### config.mk
export PLATFORM = sky130hd
export DESIGN_NAME = fetch_queue_flat
export DESIGN_NICKNAME = d
export VERILOG_FILES = /design/src/rtl/fetch_queue_if.sv /design/src/rtl/fetch_queue.sv /design/src/flat_wrapper.sv
export SDC_FILE = /design/constraint.sdc
export NUM_CORES = 1
export LEC_CHECK = 0
export CAP_MARGIN = 40
export CORE_MARGIN = 3
export CORE_UTILIZATION = 39
export DETAILED_ROUTE_END_ITERATION = 10
export GPL_TIMING_DRIVEN = 1
export SKIP_CTS_REPAIR_TIMING = 1
export SLEW_MARGIN = 30
export SYNTH_ARGS = -nofsm -noshare
export SYNTH_HDL_FRONTEND = slang
export SYNTH_SLANG_ARGS = --single-unit
### constraint.sdc
create_clock -name clk -period 8.6 [get_ports clk]
set_input_delay 1.72 -clock clk [delete_from_list [all_inputs] [get_ports clk]]
set_output_delay 1.72 -clock clk [all_outputs]
set_load 0.02 [all_outputs]
### src/rtl/fetch_queue_if.sv
// rtl/fetch_queue_if.sv - fetch front-end bundle: imem request/response, redirect, decode handshake
interface fetch_queue_if;
    logic        imem_req_valid;
    logic [63:0] imem_req_addr;
    logic        imem_req_ready;
    logic        imem_resp_valid;
    logic [31:0] imem_resp_inst;
    logic        redirect_valid;
    logic [63:0] redirect_pc;
    logic        id_valid;
    logic [31:0] id_inst;
    logic [63:0] id_pc;
    logic        id_ready;

    modport master (
        output imem_req_valid, imem_req_addr,
        input  imem_req_ready, imem_resp_valid, imem_resp_inst,
        input  redirect_valid, redirect_pc,
        output id_valid, id_inst, id_pc,
        input  id_ready
    );

    modport slave (
        input  imem_req_valid, imem_req_addr,
        output imem_req_ready, imem_resp_valid, imem_resp_inst,
        output redirect_valid, redirect_pc,
        input  id_valid, id_inst, id_pc,
        output id_ready
    );
endinterface

### src/rtl/fetch_queue.sv
// rtl/fetch_queue.sv - instruction fetch PC, credit-limited imem requests, PC/inst FIFO toward decode
module fetch_queue #(
    parameter int          DEPTH    = 4,
    parameter logic [63:0] RESET_PC = 64'h0
) (
    input  logic          clk,
    input  logic          reset,
    fetch_queue_if.master bus
);
    localparam int CW = $clog2(DEPTH + 1);
    localparam int PW = $clog2(DEPTH);

    logic [63:0]   fetch_pc;
    logic [63:0]   resp_pc;
    logic [CW-1:0] count;
    logic [CW-1:0] inflight;
    logic [CW-1:0] drop;
    logic [PW-1:0] wr_ptr;
    logic [PW-1:0] rd_ptr;
    logic [31:0]   inst_mem [DEPTH];
    logic [63:0]   pc_mem   [DEPTH];

    logic [CW:0]   credit_used;
    logic [63:0]   redirect_target;
    logic          req_fire;
    logic          push;
    logic          pop;

    // Every outstanding request owns a FIFO slot, so responses can never overflow the queue.
    assign credit_used     = {1'b0, inflight} + {1'b0, count};
    assign redirect_target = bus.redirect_pc & ~64'h3;

    assign bus.imem_req_valid = !reset && !bus.redirect_valid && (credit_used < (CW+1)'(DEPTH));
    assign bus.imem_req_addr  = fetch_pc;
    assign req_fire           = bus.imem_req_valid && bus.imem_req_ready;

    assign push = bus.imem_resp_valid && !bus.redirect_valid && (drop == '0);

    assign bus.id_valid = (count != '0) && !bus.redirect_valid;
    assign bus.id_inst  = reset ? 32'h0 : inst_mem[rd_ptr];
    assign bus.id_pc    = reset ? 64'h0 : pc_mem[rd_ptr];
    assign pop          = bus.id_valid && bus.id_ready;

    always_ff @(posedge clk or posedge reset) begin
        if (reset) begin
            fetch_pc <= RESET_PC;
            resp_pc  <= RESET_PC;
            count    <= '0;
            inflight <= '0;
            drop     <= '0;
            wr_ptr   <= '0;
            rd_ptr   <= '0;
        end else if (bus.redirect_valid) begin
            // A response landing in the redirect cycle is already stale and is absorbed here.
            fetch_pc <= redirect_target;
            resp_pc  <= redirect_target;
            count    <= '0;
            rd_ptr   <= wr_ptr;
            inflight <= inflight - CW'(bus.imem_resp_valid);
            drop     <= inflight - CW'(bus.imem_resp_valid);
        end else begin
            if (req_fire) begin
                fetch_pc <= fetch_pc + 64'd4;
            end
            inflight <= inflight + CW'(req_fire) - CW'(bus.imem_resp_valid);
            if (bus.imem_resp_valid && (drop != '0)) begin
                drop <= drop - 1'b1;
            end
            if (push) begin
                resp_pc <= resp_pc + 64'd4;
                wr_ptr  <= wr_ptr + 1'b1;
            end
            if (pop) begin
                rd_ptr <= rd_ptr + 1'b1;
            end
            count <= count + CW'(push) - CW'(pop);
        end
    end

    always_ff @(posedge clk) begin
        if (push) begin
            inst_mem[wr_ptr] <= bus.imem_resp_inst;
            pc_mem[wr_ptr]   <= resp_pc;
        end
    end

    a_no_overflow: assert property (@(posedge clk) disable iff (reset)
        !(push && !pop && (count == CW'(DEPTH))));
    a_no_orphan_resp: assert property (@(posedge clk) disable iff (reset)
        !(bus.imem_resp_valid && (inflight == '0)));
endmodule

### src/flat_wrapper.sv
// flat-port wrapper written by rule: the top's interface ports become plain ports
module fetch_queue_flat 
#(
    parameter int          DEPTH    = 4,
    parameter logic [63:0] RESET_PC = 64'h0
)
  (clk, reset, bus_imem_req_valid, bus_imem_req_addr, bus_imem_req_ready, bus_imem_resp_valid, bus_imem_resp_inst, bus_redirect_valid, bus_redirect_pc, bus_id_valid, bus_id_inst, bus_id_pc, bus_id_ready);
  fetch_queue_if bus_i ();
  input  logic clk;
  input  logic reset;
  output wire logic [$bits(bus_i.imem_req_valid)-1:0] bus_imem_req_valid;
  output wire logic [$bits(bus_i.imem_req_addr)-1:0] bus_imem_req_addr;
  input wire logic [$bits(bus_i.imem_req_ready)-1:0] bus_imem_req_ready;
  input wire logic [$bits(bus_i.imem_resp_valid)-1:0] bus_imem_resp_valid;
  input wire logic [$bits(bus_i.imem_resp_inst)-1:0] bus_imem_resp_inst;
  input wire logic [$bits(bus_i.redirect_valid)-1:0] bus_redirect_valid;
  input wire logic [$bits(bus_i.redirect_pc)-1:0] bus_redirect_pc;
  output wire logic [$bits(bus_i.id_valid)-1:0] bus_id_valid;
  output wire logic [$bits(bus_i.id_inst)-1:0] bus_id_inst;
  output wire logic [$bits(bus_i.id_pc)-1:0] bus_id_pc;
  input wire logic [$bits(bus_i.id_ready)-1:0] bus_id_ready;
  assign bus_imem_req_valid = bus_i.imem_req_valid;
  assign bus_imem_req_addr = bus_i.imem_req_addr;
  assign bus_i.imem_req_ready = bus_imem_req_ready;
  assign bus_i.imem_resp_valid = bus_imem_resp_valid;
  assign bus_i.imem_resp_inst = bus_imem_resp_inst;
  assign bus_i.redirect_valid = bus_redirect_valid;
  assign bus_i.redirect_pc = bus_redirect_pc;
  assign bus_id_valid = bus_i.id_valid;
  assign bus_id_inst = bus_i.id_inst;
  assign bus_id_pc = bus_i.id_pc;
  assign bus_i.id_ready = bus_id_ready;
  fetch_queue #(.DEPTH(DEPTH), .RESET_PC(RESET_PC)) u_core (.clk(clk), .reset(reset), .bus(bus_i));
endmodule
==> flow_metrics.env <==
export IMPL_grt_pass1_wl_mm=91.3
export IMPL_vias=14900
export IMPL_outcome="finished, final reports clean"
export IMPL_synthFlopType="edfxtp_1"
export IMPL_grt_max_degree=143
export IMPL_synth_edff_count=376
export IMPL_clock_latency_ps=600
export IMPL_ys_top_cells_by_area="edfxtp_1, dfrtp_1, mux4_2, and2_1, nand2_1"
export IMPL_finClkSkew_ps=25.5
export IMPL_cp_required_ps=6880
export IMPL_fin_nets=1946
export IMPL_maxCapViolCount=0
export IMPL_htreeDepth=2
export IMPL_fin_crit_sh_pct=63.8
export IMPL_worst_setup_path_start_kind="primary input"
export IMPL_ys_ff_latch=513
export IMPL_final_cell_mix="edfxtp_1, clkdlybuf4s50_1, dfrtp_1"
export IMPL_cts_tree="done"
export IMPL_finalHoldViolations=0
export IMPL_wl_met3_mm=3.87
export IMPL_drc=0
export IMPL_p_per_area_mw_per_mm2=262
export IMPL_clkTransAtPathRegs_ps=60
export IMPL_internal_power_w=0.00520
export IMPL_grt_pass1_vias=14800
export IMPL_critical_path_slowest_cell="clkdlybuf4s50_1"
export IMPL_slew_violations=0
export IMPL_synth_top_area_cell="edfxtp_1"
export IMPL_ant_nets=0
export IMPL_cts_made_buffers=54
export IMPL_clock_root_buffer="clkbuf_16"
export IMPL_final_min_clock_period_ps=5490
export IMPL_wl_met1_mm=26.7
export IMPL_syn_area_mm2=0.0227
export IMPL_max_stage_delay_ps=690
export IMPL_die_h_um=247
export IMPL_hp_class="flop to flop"
export IMPL_overflow=0
export IMPL_path_delay_family="buffers and inverters"
export IMPL_syn2layout_area_growth_pct=23.4
export IMPL_crit_fanout=92
export IMPL_tns_ps=0
export IMPL_crit_path_cell_trace="clkdlybuf4s50_1 > inv_8 > buf_16 > and3_1 > clkdlybuf4s50_1"
export IMPL_cp_end_kind="output port"
export IMPL_dpl_cell_count=2523
export IMPL_power_frac_seq_pct=43.0
export IMPL_worst_path_buf_inv=4
export IMPL_routed_wl_mm=60.0
export IMPL_worstMarginPinSlew_ps=810
export IMPL_switching_share_pct=29.1
export IMPL_detail_route_first_pass_iterations=5
export IMPL_io_pins=264
export IMPL_peakVddDrop_v=0.000178
export IMPL_layout_commonest_cell="edfxtp_1"
export IMPL_die_w_um=247
export IMPL_final_cell_area_mm2=0.0280
export IMPL_port_buffers=257
export IMPL_crit_top_cell="clkdlybuf4s50_1"
export IMPL_place_area_mm2=0.0262
export IMPL_via_per_inst=5.68
export IMPL_met2WireLength_mm=27.9
export IMPL_slew_headroom_pct=46.0
export IMPL_finalSetupViolations=0
export IMPL_p_switching_w=0.00213
export IMPL_clockBufferDepth=3
export IMPL_place_hpwl_mm=39.4
export IMPL_routed_top_layer="met4"
export IMPL_synth_cells=1570
export IMPL_antenna_diode_count=0
export IMPL_grt_total_usage_pct=19.6
export IMPL_synth_top_area_share_pct=49.7
export IMPL_max_freq_mhz=182
export IMPL_rows=87
export IMPL_initial_core_util_pct=39.8
export IMPL_drt_iter0_markers=1145
export IMPL_ys_seq_area_share_pct=64.8
export IMPL_layout_drive_gt1_share_pct=12.5
export IMPL_grt_antenna_before_repair=0
export IMPL_pwr_share_comb_pct=25.0
export IMPL_yosysWarnings=0
export IMPL_leakagePower_nw=9.50
export IMPL_cts_sinks=513
export IMPL_stdcell_count=2625
export IMPL_power_frac_clock_pct=32.0
export IMPL_path_class="primary input to output port"
export IMPL_syn_mean_instance_area_um2=14.5
export IMPL_die_area_mm2=0.0611
export IMPL_routabilityCongestion=0.908
export IMPL_async_flop_share_pct=26.7
export IMPL_synth_cell_types=66
export IMPL_crit_arrival_ps=3770
export IMPL_rsz0062_at_grt="no"
export IMPL_wl_per_cell_um=22.8
export IMPL_core_mm2=0.0570
## through the flow
| step | utilization, % | setup slack [ps] | total power (W) | hold slack, ps |
|---|---|---|---|---|
| 6_report | 49.1 | 3110 | 0.00733 | 518 |
| 5_1_grt | 49.1 | 2990 | 0.00768 | 563 |
| 2_1_floorplan | - | 336 | 0.00426 | 477 |
| 3_3_place_gp | 45.6 | 3050 | 0.00501 | 511 |
| 3_5_place_dp | 45.9 | 3040 | 0.00506 | 511 |
| 4_1_cts | 49.0 | 3040 | 0.00743 | 522 |
## synth_stat cells, types with 6 or more instances
master,count
edfxtp_1,376
dfrtp_1,137
nand2_1,116
and2_1,103
mux4_2,94
o21ai_0,72
nand4_1,68
nand3_1,66
nor2_1,58
clkbuf_1,51
inv_1,31
o211ai_1,31
or3_1,27
xor2_1,26
a31oi_1,24
xnor2_1,24
and3_1,23
or4_1,22
a21oi_1,21
o311ai_0,20
nor3_1,18
nor4_1,17
ha_1,16
and4_1,14
buf_2,13
buf_1,10
mux2_2,9
mux2i_1,7
a22oi_1,6
buf_4,6
## sequential cells by signal (all words and copies together) (netlist names), 3 cells and up
name / flops
u_core.inflight: 3
u_core.resp_pc: 62
u_core.inst_mem: 128
u_core.drop: 3
u_core.bus.imem_req_addr: 62
u_core.pc_mem: 248
u_core.count: 3
## logic make-up (layout without fill, tap and decap cells)
kind of cell    Yosys count  count (layout)  synth area share, %
fa+ha+maj                18              18                 1.06
xor+xnor                 50              50                 1.93
other cells               1               4               0.0165
buf+inv                 113             409                 2.11
mux                     110             110                 10.1
simple gates            566             566                 14.3
flops                   513             513                 64.8
compound gates          199             199                 5.67
## layer usage
metal / GRT usage [%] / up-vias
met3: 3.49 / 87
met1: 28.1 / 7640
met5: 0 / -
li1: - / 6659
met2: 31.0 / 521
met4: 5.22 / 0
## area by class of cell
class	instances	area [um2]
Inverter	32	135
Tap cell	756	946
Sequential cell	513	14700
Timing Repair Buffer	278	2870
Clock buffer	80	1560
Clock inverter	19	223
Fill cell	4982	29000
Multi-Input combinational cell	947	7540
## power by group through the flow
stage | sequential (W) | clock (W) | combinational, W
final | 0.00315 | 0.00235 | 0.00183
after detailed placement | 0.00320 | 0 | 0.00186
after global placement | 0.00322 | 0 | 0.00179
after floorplan | 0.00310 | 0 | 0.00116
after global routing | 0.00319 | 0.00251 | 0.00198
after CTS | 0.00315 | 0.00241 | 0.00187
## final timing paths
| check | from | to | slack, ps | depth (start not counted) |
|---|---|---|---|---|
| setup / recovery | reset | bus_imem_req_valid | 3110 | 5 |
| hold / removal | u_core.inflight[2] | u_core.inflight[2] | 520 | 1 |
| setup reg to reg | u_core.count[1] | u_core.inflight[2] | 5250 | 11 |
| hold reg to reg | u_core.inflight[2] | u_core.inflight[2] | 520 | 1 |
| max in group asynchronous | reset | u_core.bus.imem_req_addr[47] | 5440 | 4 |
| min in group asynchronous | reset | u_core.bus.imem_req_addr[9] | 1520 | 2 |
(Power assumes the default switching activity.)
